### config.mk
export PLATFORM = sky130hd
export DESIGN_NAME = sccb_wr_master
export DESIGN_NICKNAME = d
export VERILOG_FILES = /design/src/rtl/sccb_pkg.sv /design/src/rtl/sccb_tick_gen.sv /design/src/rtl/sccb_wr_master.sv
export SDC_FILE = /design/constraint.sdc
export NUM_CORES = 1
export LEC_CHECK = 0
export CORE_MARGIN = 5
export CORE_UTILIZATION = 50
export DETAILED_ROUTE_END_ITERATION = 6
export GPL_TIMING_DRIVEN = 0
export MAX_ROUTING_LAYER = met4
export PLACE_DENSITY = 0.74
export SLEW_MARGIN = 20
export SYNTH_ARGS = -nofsm -noshare
export SYNTH_HDL_FRONTEND = slang
export SYNTH_HIERARCHICAL = 1
export SYNTH_SLANG_ARGS = --single-unit
### constraint.sdc
create_clock -name sys_clk -period 3.01 [get_ports sys_clk]
set_clock_uncertainty 0.15 [all_clocks]
set_input_delay 0.4515 -clock sys_clk [delete_from_list [all_inputs] [get_ports sys_clk]]
set_output_delay 0.4515 -clock sys_clk [all_outputs]
set_load 0.03 [all_outputs]
### src/rtl/sccb_pkg.sv
// Shared definitions for the SCCB write master: FSM and phase encodings, OV7725 ID,
// and the quarter-period divider calculation.
package sccb_pkg;

  localparam logic [3:0] ST_IDLE  = 4'd0;
  localparam logic [3:0] ST_START = 4'd1;
  localparam logic [3:0] ST_ID    = 4'd2;
  localparam logic [3:0] ST_ACK1  = 4'd3;
  localparam logic [3:0] ST_ADDR  = 4'd4;
  localparam logic [3:0] ST_ACK2  = 4'd5;
  localparam logic [3:0] ST_DATA  = 4'd6;
  localparam logic [3:0] ST_ACK3  = 4'd7;
  localparam logic [3:0] ST_STOP  = 4'd8;

  localparam logic [1:0] PH_Q0 = 2'd0;
  localparam logic [1:0] PH_Q1 = 2'd1;
  localparam logic [1:0] PH_Q2 = 2'd2;
  localparam logic [1:0] PH_Q3 = 2'd3;

  localparam logic [7:0] DEV_ID_OV7725 = 8'h42;

  function automatic int unsigned calc_cnt_quarter(input int unsigned sys_clk_freq,
                                                   input int unsigned scl_freq);
    return sys_clk_freq / (4 * scl_freq);
  endfunction

endpackage

### src/rtl/sccb_tick_gen.sv
// Quarter-SCL-period counter: pulses o_tick every CNT_QUARTER cycles and steps the
// 2-bit phase q0..q3; counter and phase are held at zero while disabled.
module sccb_tick_gen
  import sccb_pkg::*;
#(
  parameter int unsigned CNT_QUARTER = 50
) (
  input  logic       i_clk,
  input  logic       i_rst_n,
  input  logic       i_en,
  output logic       o_tick,
  output logic [1:0] o_phase
);

  localparam int unsigned   CW       = (CNT_QUARTER > 1) ? $clog2(CNT_QUARTER) : 1;
  localparam logic [CW-1:0] CNT_LAST = CW'(CNT_QUARTER - 1);

  logic [CW-1:0] r_cnt;
  logic [1:0]    r_phase;
  logic          w_tick;

  assign w_tick  = i_en && (r_cnt == CNT_LAST);
  assign o_tick  = w_tick;
  assign o_phase = r_phase;

  always_ff @(posedge i_clk or negedge i_rst_n) begin
    if (!i_rst_n) begin
      r_cnt   <= '0;
      r_phase <= PH_Q0;
    end else if (!i_en) begin
      r_cnt   <= '0;
      r_phase <= PH_Q0;
    end else begin
      r_cnt <= w_tick ? '0 : r_cnt + CW'(1);
      if (w_tick) r_phase <= r_phase + 2'd1;
    end
  end

endmodule

### src/rtl/sccb_wr_master.sv
// SCCB 3-phase write master: START, DEV_ID, REG_ADDR, REG_VAL, STOP per cfg_start.
// Optional macro SCCB_ACK_CHECK_EN enables NACK detection with a sticky ack_err.
module sccb_wr_master
  import sccb_pkg::*;
#(
  parameter int unsigned SYS_CLK_FREQ = 50_000_000,
  parameter int unsigned SCL_FREQ     = 250_000,
  parameter logic [7:0]  DEV_ID       = DEV_ID_OV7725
) (
  input  logic        sys_clk,
  input  logic        sys_rst_n,
  input  logic        cfg_start,
  input  logic [15:0] cfg_data,
  output logic        cfg_end,
  output logic        busy,
  output logic        sccb_scl,
  output logic        sccb_sda_o,
  output logic        sccb_sda_oe,
  input  logic        sccb_sda_i,
  output logic        ack_err
);

  localparam int unsigned CNT_QUARTER = calc_cnt_quarter(SYS_CLK_FREQ, SCL_FREQ);

  logic [3:0] r_state, w_state_nxt;
  logic [2:0] r_bitcnt, w_bitcnt_nxt;
  logic [7:0] r_shift, w_shift_nxt;
  logic [7:0] r_addr, r_val;
  logic       r_busy, r_cfg_end, r_ack_err;
  logic       r_scl, r_sda_o, r_sda_oe;
  logic       w_en, w_tick, w_bit_end, w_accept, w_in_ack, w_nack;
  logic [1:0] w_phase, w_phase_nxt;
  logic       w_scl_nxt, w_sda_nxt, w_oe_nxt;

  assign w_en        = (r_state != ST_IDLE);
  assign w_bit_end   = w_tick && (w_phase == PH_Q3);
  assign w_phase_nxt = w_phase + {1'b0, w_tick};
  assign w_in_ack    = (r_state == ST_ACK1) || (r_state == ST_ACK2) || (r_state == ST_ACK3);
  // busy is still high during the cfg_end cycle, so a start there is dropped
  assign w_accept    = cfg_start && (r_state == ST_IDLE) && !r_busy;

  sccb_tick_gen #(.CNT_QUARTER(CNT_QUARTER)) u_tick_gen (
    .i_clk   (sys_clk),
    .i_rst_n (sys_rst_n),
    .i_en    (w_en),
    .o_tick  (w_tick),
    .o_phase (w_phase)
  );

`ifdef SCCB_ACK_CHECK_EN
  logic r_nack;
  always_ff @(posedge sys_clk or negedge sys_rst_n) begin
    if (!sys_rst_n)                                     r_nack <= 1'b0;
    else if (w_in_ack && w_tick && w_phase == PH_Q2)    r_nack <= sccb_sda_i;
  end
  assign w_nack = r_nack;
`else
  logic w_unused_sda;
  assign w_unused_sda = sccb_sda_i;
  assign w_nack       = 1'b0;
`endif

  always_comb begin
    w_state_nxt  = r_state;
    w_bitcnt_nxt = r_bitcnt;
    w_shift_nxt  = r_shift;
    case (r_state)
      ST_IDLE:  if (w_accept) w_state_nxt = ST_START;
      ST_START: if (w_bit_end) begin
        w_state_nxt  = ST_ID;
        w_shift_nxt  = DEV_ID;
        w_bitcnt_nxt = 3'd7;
      end
      ST_ID, ST_ADDR, ST_DATA: if (w_bit_end) begin
        if (r_bitcnt == 3'd0) begin
          w_state_nxt = (r_state == ST_ID)   ? ST_ACK1 :
                        (r_state == ST_ADDR) ? ST_ACK2 : ST_ACK3;
        end else begin
          w_shift_nxt  = {r_shift[6:0], 1'b0};
          w_bitcnt_nxt = r_bitcnt - 3'd1;
        end
      end
      ST_ACK1: if (w_bit_end) begin
        if (w_nack) w_state_nxt = ST_STOP;
        else begin
          w_state_nxt  = ST_ADDR;
          w_shift_nxt  = r_addr;
          w_bitcnt_nxt = 3'd7;
        end
      end
      ST_ACK2: if (w_bit_end) begin
        if (w_nack) w_state_nxt = ST_STOP;
        else begin
          w_state_nxt  = ST_DATA;
          w_shift_nxt  = r_val;
          w_bitcnt_nxt = 3'd7;
        end
      end
      ST_ACK3: if (w_bit_end) w_state_nxt = ST_STOP;
      ST_STOP: if (w_bit_end) w_state_nxt = ST_IDLE;
      default: w_state_nxt = ST_IDLE;
    endcase
  end

  // Pins are decoded from next state/phase so the registered outputs line up with phase entry
  always_comb begin
    w_scl_nxt = 1'b1;
    w_sda_nxt = 1'b1;
    w_oe_nxt  = 1'b0;
    case (w_state_nxt)
      ST_START: begin
        w_oe_nxt  = 1'b1;
        w_sda_nxt = (w_phase_nxt < PH_Q2);
      end
      ST_ID, ST_ADDR, ST_DATA: begin
        w_scl_nxt = (w_phase_nxt >= PH_Q2);
        w_oe_nxt  = 1'b1;
        w_sda_nxt = w_shift_nxt[7];
      end
      ST_ACK1, ST_ACK2, ST_ACK3: w_scl_nxt = (w_phase_nxt >= PH_Q2);
      ST_STOP: begin
        w_scl_nxt = (w_phase_nxt != PH_Q0);
        w_oe_nxt  = 1'b1;
        w_sda_nxt = (w_phase_nxt >= PH_Q2);
      end
      default: ;
    endcase
  end

  always_ff @(posedge sys_clk or negedge sys_rst_n) begin
    if (!sys_rst_n) begin
      r_state   <= ST_IDLE;
      r_bitcnt  <= '0;
      r_shift   <= '0;
      r_addr    <= '0;
      r_val     <= '0;
      r_busy    <= 1'b0;
      r_cfg_end <= 1'b0;
      r_ack_err <= 1'b0;
      r_scl     <= 1'b1;
      r_sda_o   <= 1'b1;
      r_sda_oe  <= 1'b0;
    end else begin
      r_state   <= w_state_nxt;
      r_bitcnt  <= w_bitcnt_nxt;
      r_shift   <= w_shift_nxt;
      if (w_accept) begin
        r_addr <= cfg_data[15:8];
        r_val  <= cfg_data[7:0];
      end
      if (w_accept)       r_busy <= 1'b1;
      else if (r_cfg_end) r_busy <= 1'b0;
      r_cfg_end <= (r_state == ST_STOP) && w_bit_end;
      if (w_bit_end && w_in_ack && w_nack) r_ack_err <= 1'b1;
      r_scl     <= w_scl_nxt;
      r_sda_o   <= w_sda_nxt;
      r_sda_oe  <= w_oe_nxt;
    end
  end

  assign cfg_end     = r_cfg_end;
  assign busy        = r_busy;
  assign sccb_scl    = r_scl;
  assign sccb_sda_o  = r_sda_o;
  assign sccb_sda_oe = r_sda_oe;
  assign ack_err     = r_ack_err;

endmodule

==> impl_metrics.csv, run 1 <==
group,metric,value,unit
outcome,status,"complete, no violations",
sta,tns,0,ns
sta,setup_viol_count_final,0,
yosys,netlist_instances,192,
detailed_routing,first_pass_iters,4,
run,cap_violations,0,
sta,worst_slack,0.543,ns
cells_and_area,syn2layout_area_growth,19.3,%
cells_and_area,seq_area,1100,sq um
worst_setup_path,worstSetupPathType,"reg -> reg",
yosys,synth_area,2110,sq um
detailed_routing,wl,3840,um
worst_setup_path,path_max_fanout,5,
clocking,cts-buffers-inserted,5,
worst_setup_path,reg2reg_depth,10,
clocking,htree_levels,2,
worst_setup_path,critPathLaunchType,"flop",
grt,grt_pass1_wl,6800,um
sta,hold_viol,0,
power_and_ir_drop,peakVddDrop,0.215,mV
power_and_ir_drop,cellPowerDensity,399,nW/um^2
detailed_routing,num_vias,1466,
power_and_ir_drop,power.leakage,0.00113,uW
detailed_routing,viasPerCell,5.33,
detailed_routing,drtIter0Drc,108,
detailed_routing,ant_nets,0,
place,place_congestion,0.865,
worst_setup_path,critPathSlowestCell,"or4_1",
place,numPlacedInstances,266,
sta,fin_crit,2.47,ns
worst_setup_path,cp.required,3.09,ns
clocking,cts_resized,0,
worst_setup_path,rrSetupSlack,0.54,ns
clocking,insertion_delay,0.30,ns
die,rows,23,
cells_and_area,drive_gt1_frac,0.182,
sta,period_share,0.820,
worst_setup_path,cp_data_arrival_time,2.54,ns
grt,grt_max_degree,32,
place,numPortBuffers,23,
worst_setup_path,critPathMaxStageDelay,0.49,ns
worst_hold_path,hp-class,"reg -> reg",
die,die-width,75.0,um
worst_setup_path,r2r_end,"sccb_sda_o",
yosys,avgSynthCellArea,11.0,sq um
grt,antenna_found_initial,0,
worst_setup_path,timing.rr.start,"u_tick_gen/r_cnt[1]",
grt,grt_use_total,0.168,
sta,rsz0062_at_grt,"no",
die,start_util,0.520,
worst_hold_path,min_from,"cfg_end",
worst_setup_path,crit_end,"sccb_sda_o",
yosys,syn_nets,217,
cells_and_area,fin_cells,275,
die,fp.dieH,75.0,um
grt,grt_overflow_total,0,
place,dp_hpwl,2830,um
worst_setup_path,critPathCaptureType,"flop",
cells_and_area,diodes,0,
clocking,clkSlewWorstSetupHoldPaths,0.08,ns
cells_and_area,multiInputGateArea,946,sq um
clocking,clock-sinks,44,
die,die_area,5620,sq um
worst_setup_path,crit_chain,"inv_1 -> ha_1 -> nand2b_2 -> nor2_1 -> and2_1 -> and3_1 -> nand4b_1 -> and3_4 -> or4_1 -> o311a_1",
die,coreArea,4060,sq um
sta,final_max_slew_viol_count,0,
cells_and_area,fill_cells,356,
sta,whs,0.314,ns
detailed_routing,drc,0,
clocking,cts-root-buf,"clkbuf_8",
worst_setup_path,worstSetupStartpoint,"u_tick_gen/r_cnt[1]",
yosys,synth_seq_cells,44,
yosys,yosysSeqAreaShare,0.523,
yosys,post_synth_num_cell_types,47,
grt,grt_pass1_vias,1445,
sta,fmax,405,MHz
die,io_pins,26,
yosys,synthArstFlopShare,1.00,
yosys,synth_ff_type,"dfrtp_1",
clocking,cts_tree,"done",
yosys,synth-edff-count,0,
place,dpl_worst_slack,0.550,ns
detailed_routing,wl_per_cell,14.0,um
cells_and_area,fin_nets,249,
clocking,clockBufferDepth,2,
yosys,yosys_warnings,6,
==> state kept, by name, indices dropped and copies added, names as in the netlist <==
register and cells:
r_state 4, sccb_scl 1, busy 1, cfg_end 1, r_val 8, r_shift 8
r_addr 8, sccb_sda_o 1, u_tick_gen/r_cnt 6, r_bitcnt 3, sccb_sda_oe 1, u_tick_gen/o_phase 2
==> report_power, final <==
| group | switching [uW] | internal (uW) |
|---|---|---|
| sequential | 0 | 591 |
| combinational | 16.8 | 24.1 |
| clock | 187 | 187 |
| total | 204 | 802 |
==> metrics by stage <==
| step | cell area [sq um] | utilization | power (uW) |
|---|---|---|---|
| 3_5_place_dp | 2420 | 0.596 | 644 |
| 2_1_floorplan | 2110 | - | 605 |
| 6_report | 2520 | 0.621 | 1010 |
| 5_1_grt | 2520 | 0.621 | 1050 |
| 4_1_cts | 2520 | 0.621 | 1020 |
| 3_3_place_gp | 2400 | 0.592 | 641 |
==> layout make-up <==
type,count,area share
inverters,9,0.0134
clock buffers,8,0.0358
well taps,50,0.0248
flip-flops and latches,44,0.438
multi-input cells,134,0.376
plain buffers,5,0.0109
repair buffers,25,0.101
==> synthesized netlist by cell type, drive strengths merged, types with 2 or more instances <==
library cell / instances / area share
dfrtp: 42 / 0.50
nor2: 20 / 0.041
nand2: 18 / 0.032
mux2: 16 / 0.085
o21ai: 11 / 0.028
inv: 9 / 0.016
a21oi: 8 / 0.021
nand2b: 6 / 0.019
a22oi: 5 / 0.018
buf: 5 / 0.013
ha: 5 / 0.030
nand3: 5 / 0.014
mux2i: 4 / 0.019
xor2: 4 / 0.017
nor2b: 3 / 0.0089
xnor2: 3 / 0.012
a21o: 2 / 0.0071
a221o: 2 / 0.0095
a221oi: 2 / 0.0083
and3: 2 / 0.0083
dfstp: 2 / 0.025
nand4: 2 / 0.013
nor3: 2 / 0.0047
or4: 2 / 0.0089
==> cells in the final DEF (no fill, tap or decap), types with 4 or more instances in the layout <==
cell | Yosys | layout
dfrtp_1 | 42 | 42
nor2_1 | 17 | 17
mux2_2 | 16 | 16
a22oi_1 | 5 | 5
nand2b_1 | 5 | 5
clkbuf_8 | 0 | 6
inv_1 | 9 | 9
nand3_1 | 4 | 4
nand2_1 | 18 | 18
mux2i_1 | 4 | 4
a21oi_1 | 7 | 7
o21ai_1 | 6 | 6
clkdlybuf4s50_1 | 0 | 22
xor2_1 | 4 | 4
ha_1 | 5 | 5
buf_2 | 4 | 5
o21ai_0 | 4 | 4
==> what timing repair did <==
| item | CTS | global route |
|---|---|---|
| hold buffers | 1 | 0 |
| hold endpoints to repair | 11 | 0 |
| setup buffers | 0 | 0 |
==> layer usage <==
metal	track usage	share of wire	wire length, um	vias up
met5	-	0	0	-
li1	-	-	-	737
met2	0.231	0.45	1740	23
met1	0.238	0.49	1890	700
met4	0.0949	0.022	83	0
met3	0.0240	0.033	125	6
==> worst min-delay path by stage <==
stage,end,slack (ns),depth (start not counted)
floorplan,busy,0.006,0
global placement,busy,0.31,1
detailed placement,u_tick_gen/r_cnt[5],0.24,1
CTS,busy,0.32,1
global route,r_shift[0],0.36,2
finish,busy,0.31,1
==> worst max-delay path: cells and delay by family, from the launching register on <==
kind / cells / cell delay (ns)
flip-flops: 1 / 0.41
buffers and inverters: 1 / 0.07
AO/OA/AOI/OAI: 1 / 0.13
adder cells (fa/ha/maj): 1 / 0.15
AND/OR/NAND/NOR: 7 / 1.51
==> kinds of logic after synthesis <==
family / count (synthesis) / share of synthesized area
AND/OR/NAND/NOR: 66 / 0.173
flip-flops: 44 / 0.523
AO/OA/AOI/OAI: 35 / 0.111
multiplexers: 20 / 0.104
buffers and inverters: 14 / 0.0290
XOR/XNOR: 7 / 0.0290
adder cells (fa/ha/maj): 5 / 0.0296
other: 1 / 0.00178
(Power assumes the default switching activity.)
==> run 2, diff against run 1 <==
==> constraint.sdc (replaced) <==
create_clock -name sys_clk -period 2.3 [get_ports sys_clk]
set_clock_uncertainty 0.15 [all_clocks]
set_input_delay 0.345 -clock sys_clk [delete_from_list [all_inputs] [get_ports sys_clk]]
set_output_delay 0.345 -clock sys_clk [all_outputs]
set_load 0.03 [all_outputs]
==> impl_metrics.csv, run 2 (synthesis results as in run 1) <==
group,metric,value,unit
outcome,status,"complete, no violations",
sta,period_share,0.939,
worst_setup_path,timing.rr.start,"u_tick_gen/r_cnt[1]",
worst_setup_path,cp_data_arrival_time,2.23,ns
worst_hold_path,min_from,"cfg_end",
cells_and_area,mostFrequentLayoutCells,"dfrtp_1, clkdlybuf4s50_1, nand2_1",
clocking,clkSlewWorstSetupHoldPaths,0.08,ns
worst_hold_path,hold_depth,1,
worst_setup_path,worstSetupPathType,"reg -> reg",
clocking,cts-buffers-inserted,5,
cells_and_area,fill_cells,321,
grt,antenna_found_initial,0,
worst_setup_path,critPathLaunchType,"flop",
grt,grt_pass1_vias,1507,
detailed_routing,first_pass_iters,5,
detailed_routing,viasPerCell,5.33,
clocking,htree_levels,2,
clocking,cts-root-buf,"clkbuf_8",
power_and_ir_drop,power.leakage,0.00117,uW
worst_hold_path,holdPathEnd,"busy",
cells_and_area,top_regs,"r_addr: 8 flops, r_shift: 8 flops, r_val: 8 flops",
power_and_ir_drop,cellPowerDensity,503,nW/um^2
clocking,cts_tree,"done",
detailed_routing,wl_per_cell,14.2,um
power_and_ir_drop,peakVddDrop,0.513,mV
cells_and_area,diodes,0,
clocking,clockBufferDepth,2,
cells_and_area,syn2layout_area_growth,24.2,%
die,start_util,0.520,
grt,grt_use_total,0.166,
cells_and_area,final_common_cell,"dfrtp_1",
cells_and_area,drive_gt1_frac,0.250,
place,dp_hpwl,2870,um
sta,setup_viol_count_final,0,
detailed_routing,drc,0,
worst_setup_path,path_max_fanout,5,
sta,fmax,463,MHz
sta,whs,0.331,ns
grt,grt_pass1_wl,6930,um
grt,grt_max_degree,29,
worst_setup_path,cp.required,2.37,ns
worst_hold_path,hp-class,"reg -> reg",
place,numPortBuffers,23,
run,cap_violations,0,
die,die-width,75.0,um
worst_setup_path,r2r_end,"sccb_sda_o",
detailed_routing,wl,3990,um
die,die_area,5620,sq um
sta,final_max_slew_viol_count,0,
die,fp.dieH,75.0,um
grt,grt_overflow_total,0,
worst_setup_path,critPathCaptureType,"flop",
die,coreArea,4060,sq um
detailed_routing,drtIter0Drc,117,
place,place_congestion,0.859,
detailed_routing,num_vias,1502,
die,rows,23,
sta,hold_viol,0,
detailed_routing,ant_nets,0,
die,io_pins,26,
sta,tns,0,ns
sta,fin_crit,2.16,ns
sta,rsz0062_at_grt,"no",
power_and_ir_drop,p_total,1320,uW
worst_setup_path,reg2reg_depth,10,
clocking,insertion_delay,0.29,ns
clocking,clock-sinks,44,
worst_setup_path,rrSetupSlack,0.14,ns
cells_and_area,fin_nets,256,
[run 2: through the flow]
step,cell area (sq um),utilization,worst slack [ns],instances
CTS,2570,0.634,0.00327,278
detailed placement,2420,0.597,-0.122,266
global route,2620,0.646,0.0519,282
floorplan,2120,-,0.0145,192
global placement,2410,0.594,-0.427,265
finish,2620,0.646,0.140,282
[run 2: layer usage]
metal,routed length (um),share of wire,global-route usage,up-vias
li1,-,-,-,748
met1,1880,0.47,0.226,723
met2,1920,0.48,0.252,25
met3,157,0.039,0.0294,6
met4,40,0.010,0.0573,0
met5,0,0,-,-
[run 2: repair_timing]
item	CTS	global route
hold endpoints to repair	14	0
gates resized for setup	7	5
pin swaps	1	2
endpoints found under the setup margin	1	1
buffers inserted	3	4
hold buffers	1	0
[run 2: final cells by class]
| type | count | area, sq um | share of cell area |
|---|---|---|---|
| well taps | 50 | 62.6 | 0.0239 |
| flip-flops and latches | 44 | 1110 | 0.422 |
| multi-input cells | 134 | 991 | 0.378 |
| repair buffers | 32 | 308 | 0.117 |
| clock buffers | 7 | 86.3 | 0.0329 |
| inverters | 9 | 33.8 | 0.0129 |
| clock inverters | 1 | 7.51 | 0.00286 |
| plain buffers | 5 | 27.5 | 0.0105 |
[run 2: how the worst max path moves through the flow]
stage,start,end,slack [ns],depth (start not counted)
floorplan,u_tick_gen/r_cnt[1],sccb_sda_o,0.01,10
global placement,sys_rst_n,r_val[6],-0.43,1
detailed placement,u_tick_gen/r_cnt[1],sccb_sda_o,-0.12,10
CTS,u_tick_gen/r_cnt[1],sccb_sda_o,0.003,10
global route,u_tick_gen/r_cnt[1],sccb_sda_o,0.05,9
finish,u_tick_gen/r_cnt[1],sccb_sda_o,0.14,10
[run 2: power by group]
part | switching (uW) | internal, uW | total [uW] | leakage [uW]
registers | 0 | 773 | 773 | 0.000577
logic | 21.8 | 31.5 | 53.4 | 0.000549
clock network | 249 | 244 | 493 | 0.0000445
[run 2: worst max-delay path, cell delays in order, from the launching register on]
cell	delay (ns)
dfrtp_1	0.40
inv_2	0.07
ha_4	0.13
nand2b_4	0.07
nor2_4	0.11
and2_4	0.17
and3_4	0.22
nand4b_1	0.10
and3_4	0.17
or4_1	0.39
o311a_1	0.12
==> run 3, diff against run 2 <==
==> constraint.sdc (replaced) <==
create_clock -name sys_clk -period 2.17 [get_ports sys_clk]
set_clock_uncertainty 0.15 [all_clocks]
set_input_delay 0.3255 -clock sys_clk [delete_from_list [all_inputs] [get_ports sys_clk]]
set_output_delay 0.3255 -clock sys_clk [all_outputs]
set_load 0.03 [all_outputs]
==> impl_metrics.csv, run 3 (synthesis results as in run 1) <==
group,metric,value,unit
worst_setup_path,path_max_fanout,5,
place,numPortBuffers,23,
sta,fmax,456,MHz
cells_and_area,fin_nets,257,
worst_setup_path,critPathLaunchType,"flop",
grt,grt_pass1_wl,6620,um
worst_setup_path,critPathSlowestCell,"or4_4",
clocking,cts-root-buf,"clkbuf_8",
grt,grt_pass1_vias,1438,
sta,setup_viol_count_final,1,
worst_setup_path,cp_common_cell,"and3_4",
clocking,clockBufferDepth,2,
die,io_pins,26,
detailed_routing,wl,3990,um
worst_setup_path,critPathCaptureType,"flop",
grt,grt_overflow_total,0,
sta,hold_viol,0,
sta,period_share,1.01,
clocking,clkSlewWorstSetupHoldPaths,0.08,ns
worst_setup_path,cp.required,2.22,ns
worst_setup_path,crit_chain,"inv_2 -> ha_4 -> nand2b_4 -> nor2_4 -> and2_4 -> and3_4 -> nand4b_1 -> and3_4 -> or4_4 -> o311a_1",
cells_and_area,top_regs,"r_addr: 8 flops, r_shift: 8 flops, r_val: 8 flops",
detailed_routing,wl_per_cell,14.2,um
cells_and_area,final_core_util,0.652,
die,die_area,5620,sq um
worst_setup_path,worstSetupPathType,"reg -> reg",
place,dp_hpwl,2900,um
clocking,insertion_delay,0.28,ns
place,place_congestion,0.849,
grt,antenna_found_initial,0,
clocking,cts_tree,"done",
run,cap_violations,0,
worst_setup_path,critPathMaxStageDelay,0.42,ns
clocking,htree_levels,2,
detailed_routing,num_vias,1524,
die,fp.dieH,75.0,um
sta,final_max_slew_viol_count,0,
outcome,status,"complete, but fails checks",
power_and_ir_drop,peakVddDrop,0.365,mV
detailed_routing,drc,0,
cells_and_area,mostFrequentLayoutCells,"dfrtp_1, clkdlybuf4s50_1, nand2_1",
grt,grt_max_degree,31,
worst_hold_path,hp-class,"reg -> reg",
sta,rsz0062_at_grt,"yes",
worst_setup_path,cp_top_family,"simple AND/OR/NAND/NOR gates",
cells_and_area,diodes,0,
sta,fin_crit,2.19,ns
cells_and_area,final_common_cell,"dfrtp_1",
cells_and_area,fin_cells,281,
outcome,violations,"setup timing",
worst_setup_path,cp_data_arrival_time,2.24,ns
detailed_routing,first_pass_iters,4,
cells_and_area,syn2layout_area_growth,25.4,%
worst_setup_path,path_buf_inv,1,
die,die-width,75.0,um
detailed_routing,viasPerCell,5.42,
clocking,clock-sinks,44,
place,numPlacedInstances,266,
detailed_routing,drtIter0Drc,113,
die,coreArea,4060,sq um
die,start_util,0.520,
grt,grt_use_total,0.161,
detailed_routing,ant_nets,0,
die,rows,23,
sta,tns,-0.0211,ns
clocking,cts-buffers-inserted,5,
power_and_ir_drop,power.leakage,0.00118,uW
cells_and_area,drive_gt1_frac,0.260,
power_and_ir_drop,cellPowerDensity,548,nW/um^2
sta,worst_slack,-0.0211,ns
run 3: cell types whose count changed in the layout (fill, tap and decap cells not counted), sizes merged:
cell | previous run | this run
bufinv | 0 | 1
buf | 14 | 15
clkbuf | 7 | 5
clkinvlp | 1 | 0
run 3: worst paths after layout:
check / from / to / slack (ns) / depth (start not counted)
max: u_tick_gen/r_cnt[1] / sccb_sda_o / -0.02 / 10
min: r_bitcnt[0] / r_bitcnt[0] / 0.33 / 1
max reg2reg: u_tick_gen/r_cnt[1] / sccb_sda_o / -0.02 / 10
min reg2reg: r_bitcnt[0] / r_bitcnt[0] / 0.33 / 1
max in group asynchronous: sys_rst_n / r_val[5] / 1.06 / 3
min in group asynchronous: sys_rst_n / u_tick_gen/r_cnt[3] / 0.34 / 2
run 3: worst register-to-register path: cells and delay by family, from the launching register on:
kind | cells | cell delay [ns]
simple gates | 7 | 1.25
flops | 1 | 0.40
fa+ha+maj | 1 | 0.13
compound gates | 1 | 0.13
buf+inv | 1 | 0.07
run 3: metal layers:
metal,global-route usage,up-vias,share of wire
li1,-,749,-
met1,0.230,739,0.48
met2,0.228,32,0.47
met3,0.0401,4,0.040
met4,0.0415,0,0.012
met5,-,-,0
run 3: cell type report:
cell class / instances / area, sq um
inverter: 9 / 33.8
buffer: 5 / 27.5
multi-input combinational: 134 / 1000
timing repair buffer: 33 / 315
sequential: 44 / 1110
clock inverter: 1 / 30.0
fill: 306 / 1410
tap: 50 / 62.6
clock buffer: 5 / 68.8
run 3: through the flow:
stage / setup slack (ns) / hold slack [ns] / cell area [sq um] / total power (uW)
floorplan: 0.0606 / -0.120 / 2130 / 840
global placement: -0.506 / 0.289 / 2430 / 889
detailed placement: -0.0846 / 0.116 / 2440 / 893
CTS: -0.0256 / 0.336 / 2600 / 1470
global route: -0.0937 / 0.363 / 2650 / 1510
finish: -0.0211 / 0.327 / 2650 / 1450
run 3: timing repair:
item                                   4_1_cts  5_1_grt
hold buffers                                 1        0
endpoints found under the hold margin       12        0
pin swaps                                    0        1
gates resized for setup                      4        5
setup endpoints to repair                    1        4
setup buffers                                5        3
run 3: power by group:
| part | switching, uW | total, uW | internal [uW] |
|---|---|---|---|
| sequential | 0 | 819 | 819 |
| clock | 244 | 575 | 330 |
| combinational | 23.6 | 57.0 | 33.4 |
